[src/rtl/ring_arb_pkg.sv]
// Shared types and helpers for the ring-token round-robin arbiter.
package ring_arb_pkg;

  localparam int N_DEF       = 8;
  localparam int QUANTUM_DEF = 4;

  // Widest requester vector the helper functions accept.
  localparam int MAX_N = 64;

  typedef logic [MAX_N-1:0] word_t;

  typedef enum logic [0:0] {
    IDLE  = 1'b0,
    GRANT = 1'b1
  } state_t;

  // Rotate the low n bits of x left by one, bit n-1 wrapping into bit 0.
  function automatic word_t rotl(input word_t x, input int n);
    word_t r;
    r = '0;
    for (int i = 0; i < MAX_N; i++) begin
      if (i < n) begin
        r[(i + 1) % n] = x[i];
      end else begin
        r = r;
      end
    end
    return r;
  endfunction

  // Binary index of a one-hot vector; zero when no bit is set.
  function automatic logic [5:0] onehot2bin(input word_t x);
    logic [5:0] r;
    r = 6'd0;
    for (int i = 0; i < MAX_N; i++) begin
      if (x[i]) begin
        r = r | 6'(i);
      end else begin
        r = r;
      end
    end
    return r;
  endfunction

endpackage

[src/rtl/rr_pick.sv]
// Combinational round-robin pick: first set bit of req at or above the
// token position, wrapping from N-1 back to 0.
module rr_pick
  import ring_arb_pkg::*;
#(
  parameter int N = N_DEF
) (
  input  logic [N-1:0] req,
  input  logic [N-1:0] token,
  output logic [N-1:0] pick
);

  logic [N-1:0]   mask_s;
  logic [2*N-1:0] dbl_s;
  logic           found_s;

  // Lower copy only keeps requests at/above the token, upper copy supplies the wrap.
  always_comb begin
    mask_s  = ~(token - {{(N-1){1'b0}}, 1'b1});
    dbl_s   = {req, req & mask_s};
    pick    = '0;
    found_s = 1'b0;
    for (int i = 0; i < 2*N; i++) begin
      if (dbl_s[i] && !found_s) begin
        pick[i % N] = 1'b1;
        found_s     = 1'b1;
      end else begin
        found_s = found_s;
      end
    end
  end

endmodule

[src/rtl/ring_token_arbiter.sv]
// Round-robin arbiter with a one-hot rotating priority token and a
// bounded grant quantum. All outputs come straight from registers.
module ring_token_arbiter
  import ring_arb_pkg::*;
#(
  parameter int N       = N_DEF,
  parameter int QUANTUM = QUANTUM_DEF
) (
  input  logic                 clk,
  input  logic                 rst_n,
  input  logic [N-1:0]         req,
  output logic [N-1:0]         gnt,
  output logic                 gnt_valid,
  output logic [$clog2(N)-1:0] gnt_id,
  output logic [N-1:0]         token
);

  localparam int IDW = $clog2(N);
  localparam int HCW = $clog2(QUANTUM) + 1;

  state_t         state_r, state_n_s;
  logic [N-1:0]   gnt_r, gnt_n_s;
  logic [N-1:0]   token_r, token_n_s;
  logic [HCW-1:0] hold_cnt_r, hold_n_s;
  logic           gnt_valid_r;
  logic [IDW-1:0] gnt_id_r, id_n_s;

  logic [N-1:0]   rot_gnt_s;
  logic [N-1:0]   search_tok_s;
  logic [N-1:0]   pick_s;
  logic           release_s;

  // Next token candidate; the current owner ends up searched last.
  assign rot_gnt_s    = N'(rotl(word_t'(gnt_r), N));
  assign search_tok_s = (state_r == GRANT) ? rot_gnt_s : token_r;
  assign release_s    = !(|(req & gnt_r)) || (hold_cnt_r == HCW'(QUANTUM - 1));
  assign id_n_s       = IDW'(onehot2bin(word_t'(gnt_n_s)));

  rr_pick #(.N(N)) u_pick (
    .req   (req),
    .token (search_tok_s),
    .pick  (pick_s)
  );

  // Next-state, grant, token and hold-count decisions.
  always_comb begin
    state_n_s = state_r;
    gnt_n_s   = gnt_r;
    token_n_s = token_r;
    hold_n_s  = hold_cnt_r;
    case (state_r)
      IDLE: begin
        if (|req) begin
          gnt_n_s   = pick_s;
          hold_n_s  = '0;
          state_n_s = GRANT;
        end else begin
          gnt_n_s   = '0;
          state_n_s = IDLE;
        end
      end
      GRANT: begin
        if (release_s) begin
          token_n_s = rot_gnt_s;
          gnt_n_s   = pick_s;
          hold_n_s  = '0;
          state_n_s = (|pick_s) ? GRANT : IDLE;
        end else begin
          hold_n_s  = hold_cnt_r + HCW'(1);
        end
      end
      default: begin
        state_n_s = IDLE;
        gnt_n_s   = '0;
        hold_n_s  = '0;
      end
    endcase
  end

  // State, grant, token and registered grant encodings.
  always_ff @(posedge clk or negedge rst_n) begin
    if (!rst_n) begin
      state_r     <= IDLE;
      gnt_r       <= '0;
      token_r     <= {{(N-1){1'b0}}, 1'b1};
      hold_cnt_r  <= '0;
      gnt_valid_r <= 1'b0;
      gnt_id_r    <= '0;
    end else begin
      state_r     <= state_n_s;
      gnt_r       <= gnt_n_s;
      token_r     <= token_n_s;
      hold_cnt_r  <= hold_n_s;
      gnt_valid_r <= |gnt_n_s;
      gnt_id_r    <= id_n_s;
    end
  end

  assign gnt       = gnt_r;
  assign gnt_valid = gnt_valid_r;
  assign gnt_id    = gnt_id_r;
  assign token     = token_r;

endmodule
[config.mk]
export PLATFORM = sky130hd
export DESIGN_NAME = ring_token_arbiter
export DESIGN_NICKNAME = d
export VERILOG_FILES = /design/src/rtl/ring_arb_pkg.sv /design/src/rtl/rr_pick.sv /design/src/rtl/ring_token_arbiter.sv
export SDC_FILE = /design/constraint.sdc
export NUM_CORES = 1
export LEC_CHECK = 0
export CAP_MARGIN = 25
export CORE_ASPECT_RATIO = 0.75
export CORE_MARGIN = 5
export CORE_UTILIZATION = 60
export DETAILED_ROUTE_END_ITERATION = 12
export DONT_BUFFER_PORTS = 1
export GPL_TIMING_DRIVEN = 0
export PLACE_DENSITY = 0.73
export REMOVE_ABC_BUFFERS = 1
export SLEW_MARGIN = 5
export SYNTH_ARGS = -nofsm -noshare
export SYNTH_HDL_FRONTEND = slang
export SYNTH_HIERARCHICAL = 1
export SYNTH_SLANG_ARGS = --single-unit
export TNS_END_PERCENT = 20
[constraint.sdc]
create_clock -name clk -period 3.9 [get_ports clk]
set_clock_uncertainty 0.05 [all_clocks]
set_input_delay 0.78 -clock clk [delete_from_list [all_inputs] [get_ports clk]]
set_output_delay 0.78 -clock clk [all_outputs]
set_load 0.1 [all_outputs]
### After elaboration in Yosys (flattened, before gate mapping)

Cells that the tools add are included.

* bits in latches: 0
* ROM bits: 0
* memory bits (writable): 0
* bits of input ports: 10
* memories: 0
* bits in registers: 24

* magnitude comparators: 0
* add/subtract/negate cells: 2
* multipliers: 0
* bitwise operators: 4
* shift operators: 0
* mux-type cells: 48
* eq/ne operators: 2
* reduce and logical (&&, ||, !) cells: 37
* div/mod/pow operators: 0

Operators by type and width (number)
* 1-bit 2-to-1 mux: 34
* 8-bit OR reduction: 4
* 8-bit 2-to-1 mux: 3
* 3-bit 2-to-1 mux: 6
* 8-bit AND: 2
* 1-bit zero test: 16
* 8-bit one-hot mux with 2 select lines: 1
* 1-bit logical AND: 15
* 8-bit NOT: 1
* 8-bit by 1-bit subtractor with 8-bit output, second input constant: 1
* 3-bit one-hot mux with 2 select lines: 1
* 2-bit 2-to-1 mux: 2
* 3-bit by 1-bit adder with 3-bit output, second input constant: 1
* 3-bit by 2-bit equality test with 1-bit output, second input constant: 1
* 2-bit != test, second input constant: 1
* 1-bit one-hot mux with 2 select lines: 1
* 2-bit AND reduction: 1
* 1-bit logical OR: 1
* 1-bit NOT: 1

### Depth between registers and ports, before layout

* depth after elaboration: 59
* mapped depth: 14
* mapped depth without buffers: 13

### Hierarchy

Netlist, hierarchy kept.

Modules (own cells, without submodules)
* ring_token_arbiter: cells an instance 136, instances 1, area each 1406.3 um2
* rr_pick: cells an instance 54, instances 1, area each 377.9 um2

### Least setup slack after synthesis

OpenSTA, ideal clock, no wires.

* path type: register -> register
* from: register gnt_r[7], in the netlist gnt[7]
* to: register state_r
* library setup time: 129 ps
* setup slack: 369 ps
* arrival time: 3352 ps
* clock period less this slack: 3531 ps
* cell stages (with the launch flop): 12
* path buffers: 0
* cells stage by stage: dfrtp_1 -> nand2_1 -> nand2_1 -> inv_1 -> ha_1 -> nor3b_2 -> nor3b_1 -> mux2_2 -> a31oi_1 -> nor2_1 -> or4_1 -> o41a_1

* elaborated cells on any way between the ends: 72
* those cells by class: add/sub: 1; mux: 34; bitwise: 3; reduce/logical: 34

RTL lines
* start, declared: line ring_token_arbiter.sv:22 `logic [N-1:0] gnt_r, gnt_n_s;`
* start signal, assigned: line ring_token_arbiter.sv:91 `gnt_r <= gnt_n_s;`
* 8-bit 2-to-1 mux *: line ring_token_arbiter.sv:35 `assign search_tok_s = (state_r == GRANT) ? rot_gnt_s : token_r;`
* net search_tok_s[0]: line ring_token_arbiter.sv:29 `logic [N-1:0] search_tok_s;`
* 8-bit by 1-bit subtractor with 8-bit output *: line rr_pick.sv:19 `mask_s = ~(token - {{(N-1){1'b0}}, 1'b1});`
* 8-bit NOT *: line rr_pick.sv:19
* 8-bit AND *: line rr_pick.sv:20 `dbl_s = {req, req & mask_s};`
* 1-bit 2-to-1 mux: line rr_pick.sv:24 `if (dbl_s[i] && !found_s) begin`
* 1-bit zero test: line rr_pick.sv:24
* 1-bit logical AND: line rr_pick.sv:24
* [... 35 more ...]
* 1-bit logical AND: line rr_pick.sv:24
* 1-bit 2-to-1 mux *: line rr_pick.sv:24
* net pick_s[5]: line ring_token_arbiter.sv:30 `logic [N-1:0] pick_s;`
* 8-bit OR reduction *: line ring_token_arbiter.sv:67 `state_n_s = (|pick_s) ? GRANT : IDLE;`
* 1-bit 2-to-1 mux *: line ring_token_arbiter.sv:67
* 1-bit 2-to-1 mux *: line ring_token_arbiter.sv:63 `if (release_s) begin`
* 1-bit one-hot mux with 2 select lines *: line ring_token_arbiter.sv:51 `case (state_r)`
* net state_n_s: line ring_token_arbiter.sv:21 `state_t state_r, state_n_s;`
* end signal, assigned: line ring_token_arbiter.sv:90 `state_r <= state_n_s;`
* end, declared: line ring_token_arbiter.sv:21

Mark *: on every way through the listed nets, which the timed path passes. The rest lies on a longest branch.
A chain may end at the register's enable or synchronous reset.

### Worst setup path after layout

* from: register state_r
* to: register state_r

* elaborated cells on any way between the ends: 69
* those cells by class: add/sub: 1; mux: 34; bitwise: 3; reduce/logical: 31

RTL lines (line)
* 8-bit 2-to-1 mux *: ring_token_arbiter.sv:35
* net search_tok_s[0]: ring_token_arbiter.sv:29
* 8-bit by 1-bit subtractor with 8-bit output *: rr_pick.sv:19
* 8-bit NOT *: rr_pick.sv:19
* 8-bit AND *: rr_pick.sv:20
* 1-bit 2-to-1 mux: rr_pick.sv:24
* 1-bit zero test: rr_pick.sv:24
* 1-bit logical AND: rr_pick.sv:24
* [... 35 more ...]
* 1-bit logical AND: rr_pick.sv:24
* 1-bit 2-to-1 mux *: rr_pick.sv:24
* net pick_s[5]: ring_token_arbiter.sv:30
* 8-bit OR reduction *: ring_token_arbiter.sv:67
* 1-bit 2-to-1 mux *: ring_token_arbiter.sv:67
* 1-bit 2-to-1 mux *: ring_token_arbiter.sv:63
* 1-bit one-hot mux with 2 select lines *: ring_token_arbiter.sv:51
* net state_n_s: ring_token_arbiter.sv:21

Marks and branches as above.

==> flow_metrics.env <==
export IMPL_cts_clk_slew_worst_paths_ns=0.09
export IMPL_synth_ff_type="dfrtp_1"
export IMPL_gp_congestion=0.9630
export IMPL_grt_antenna_before_repair=0
export IMPL_grt_pass1_wl_mm=7.465
export IMPL_maxSlewHeadroom_pct=30.29
export IMPL_drtIter0Drc=142
export IMPL_grt_use_met2_pct=37.02
export IMPL_ys_seq_elements=24
export IMPL_crit_path_max_fanout=11
export IMPL_r2r_end="state_r$_DFF_PN0_"
export IMPL_chipWidth_um=72.97
export IMPL_cap_violations=0
export IMPL_die_area_mm2=0.004175
export IMPL_grt_max_degree=25
export IMPL_wl_per_cell_um=20.29
export IMPL_report_final_hold_viol_count=0
export IMPL_row_count=17
export IMPL_cts_tree="built"
export IMPL_fmax_mhz=263.2
export IMPL_synth_cells=190
export IMPL_grtUsageTotal_pct=22.78
export IMPL_routed_wl_mm=4.524
export IMPL_synth_cell_type_count=48
export IMPL_synth_edff_count=0
export IMPL_crit_top_cell="nand2_1"
export IMPL_synth_seq_area_share_pct=33.73
export IMPL_critPathTopFamily="simple AND/OR/NAND/NOR gates"
export IMPL_overflow=0
export IMPL_cts_max_path_buffers=2
export IMPL_top_usage_layer="met2"
export IMPL_cts_made_buffers=3
export IMPL_async_flop_share_pct=100.0
export IMPL_min_path_type="in -> async"
export IMPL_rsz0062_at_grt="no"
export IMPL_cts_setup_buffers=0
export IMPL_tightest_slew_ns=1.046
export IMPL_clk_latency_ns=0.27
export IMPL_dr_pass1_iters=5
export IMPL_dp_hpwl_mm=3.404
export IMPL_critPathCaptureType="register"
export IMPL_path_cells="clkinvlp_4 > nand2_1 > nand2_1 > inv_1 > ha_1 > nor3b_2 > nor3b_1 > mux2_2 > a31oi_1 > nor2_1 > or4_1 > o41a_1"
export IMPL_synth_area_per_cell_um2=9.391
export IMPL_drive_gt1_share_pct=18.38
export IMPL_cts_resized=1
export IMPL_via_count=1586
export IMPL_syn_area_mm2=0.001784
export IMPL_worstPathArrival_ns=3.89
export IMPL_final_min_clock_period_ns=3.799
export IMPL_core_area_mm2=0.002893
export IMPL_port_buffers=0
export IMPL_start_util_pct=61.68
export IMPL_antenna_cells=0
export IMPL_period_share_pct=97.41
export IMPL_io_pins=30
export IMPL_h_tree_depth=1
export IMPL_crit_reg2reg_launch="state_r$_DFF_PN0_"
export IMPL_r2r_slack_ns=0.10
export IMPL_crit_slowest_cell="or4_1"
export IMPL_yosysWarningCount=6
export IMPL_fin_nets=199
export IMPL_timing_hold_ws_ns=0.1379
export IMPL_holdBufCountCts=0
export IMPL_setup_viol=0
export IMPL_cp_slowest_stage_delay_ns=0.58
export IMPL_worstRegToRegCells=12
export IMPL_die_h_um=57.23
export IMPL_use_met1_pct=28.96
export IMPL_cts_sinks=24
export IMPL_critical_path_class="reg -> reg"
export IMPL_postRouteAntennaNets=0
export IMPL_viasPerCell=7.112
export IMPL_grt_pass1_vias=1584
export IMPL_critPathLaunchType="register"
export IMPL_status="finished, final reports clean"
export IMPL_cp_num_buf_inv=2
export IMPL_critPathRequiredTime_ns=3.99
export IMPL_grt_use_met3_pct=6.338
export IMPL_slew_viol_final=0
export IMPL_root_buffer="clkbuf_8"
export IMPL_drc_errors=0
export IMPL_synthToLayoutAreaGrowth_pct=3.366
-- sequential cells by signal, summed over array words and instances, names as in the netlist --
register,flops
gnt_id,3
gnt,8
gnt_valid,1
hold_cnt_r,3
state_r,1
token,8
-- cells in the mapped netlist (2+ instances only) --
library cell	number	share of area [%]
a21oi_1	2	0.56
a221oi_2	2	1.7
a22o_1	4	2.0
buf_2	3	0.84
buf_6	3	1.9
clkbuf_1	4	0.84
dfrtp_1	23	32
ha_1	3	2.1
inv_1	7	1.5
mux2_2	6	3.8
mux2_4	3	2.5
mux2i_1	4	2.2
nand2_1	31	6.5
nand3_1	3	0.84
nand3_2	2	1.1
nand3b_1	2	0.84
nor2_1	6	1.3
nor2b_1	9	3.2
nor3_1	3	0.84
nor4_1	3	1.1
o211ai_1	8	3.4
o21ai_0	2	0.56
o21ai_1	2	0.56
o22ai_1	4	1.4
o31a_1	8	3.9
o31ai_1	4	1.7
o41a_1	2	1.3
o41ai_1	8	3.9
or3_1	2	0.70
or4_1	7	2.9
xnor2_1	3	1.5
-- kinds of logic after synthesis --
group | share of synthesized area (%)
and+or+nand+nor | 24.61
AOI/OAI and AO/OA | 23.77
DFF | 33.73
buffers and inverters | 5.259
muxes | 8.555
xor gates and xnor gates | 1.964
adders and majority gates | 2.104
-- worst reg2reg max path, delay by kind of cell, from the launching register on --
kind / cells / cell delay (ns)
AO/OA/AOI/OAI: 2 / 0.60
flip-flops: 1 / 0.50
AND/OR/NAND/NOR: 6 / 1.59
adder cells (fa/ha/maj): 1 / 0.17
multiplexers: 1 / 0.43
buffers and inverters: 2 / 0.34
-- layout make-up --
| class | instances | area (µm²) |
|---|---|---|
| flip-flops and latches | 24 | 608.1 |
| multi-input cells | 148 | 1089 |
| clock buffers | 4 | 55.05 |
| fillers | 267 | 1049 |
| inverters | 8 | 33.78 |
| repair buffers | 1 | 11.26 |
| well taps | 38 | 47.55 |
-- worst max path at each step --
stage,from,end,slack [ns],cells after the start
after detailed placement,gnt[7]$_DFF_PN0_,state_r$_DFF_PN0_,-0.02,11
after global routing,token[1]$_DFFE_PN0P_,state_r$_DFF_PN0_,0.004,11
after CTS,state_r$_DFF_PN0_,state_r$_DFF_PN0_,0.005,12
final,state_r$_DFF_PN0_,state_r$_DFF_PN0_,0.10,12
after global placement,gnt[7]$_DFF_PN0_,state_r$_DFF_PN0_,0.06,11
after floorplan,gnt[7]$_DFF_PN0_,state_r$_DFF_PN0_,0.37,11
-- cell usage in the layout, fill, tap and decap left out, types with 2 or more instances in the layout --
cell      instances
nor4_1            3
o21ai_0           2
nand3b_1          2
o41a_1            2
nor3_1            3
o211ai_1          8
dfrtp_2           5
o31ai_1           4
a22o_1            4
xnor2_1           3
o31a_1            8
o41ai_1           8
or4_1             7
mux2i_1           4
o21ai_1           2
inv_1             7
nand2_1          31
nor2_1            6
dfrtp_1          18
mux2_2            6
mux2_4            3
a221oi_2          2
nand3_2           2
or3_1             2
o22ai_1           4
nand3_1           3
a21oi_1           2
nor2b_1           9
clkbuf_8          4
ha_1              3
-- metal layers --
layer	vias to the layer above	routed length, µm	share of wire (%)
met2	94	2207	49
met3	9	413	9.1
li1	713	-	-
met4	0	32	0.71
met5	-	0	0
met1	770	1870	41
-- metrics by stage --
step / setup WS [ns] / TNS [ns] / area (µm²) / std cells / utilization [%]
global placement: 0.06397 / 0 / 1768 / 218 / 61.12
detailed placement: -0.01572 / -0.01572 / 1768 / 218 / 61.12
floorplan: 0.3688 / 0 / 1720 / 180 / -
global route: 0.004065 / 0 / 1844 / 223 / 63.75
CTS: 0.005007 / 0 / 1824 / 222 / 63.06
finish: 0.1009 / 0 / 1844 / 223 / 63.75
Power is left out: the tool's default activity adds up to more than one toggle a clock period on the data nets, which glitch-free logic cannot reach.
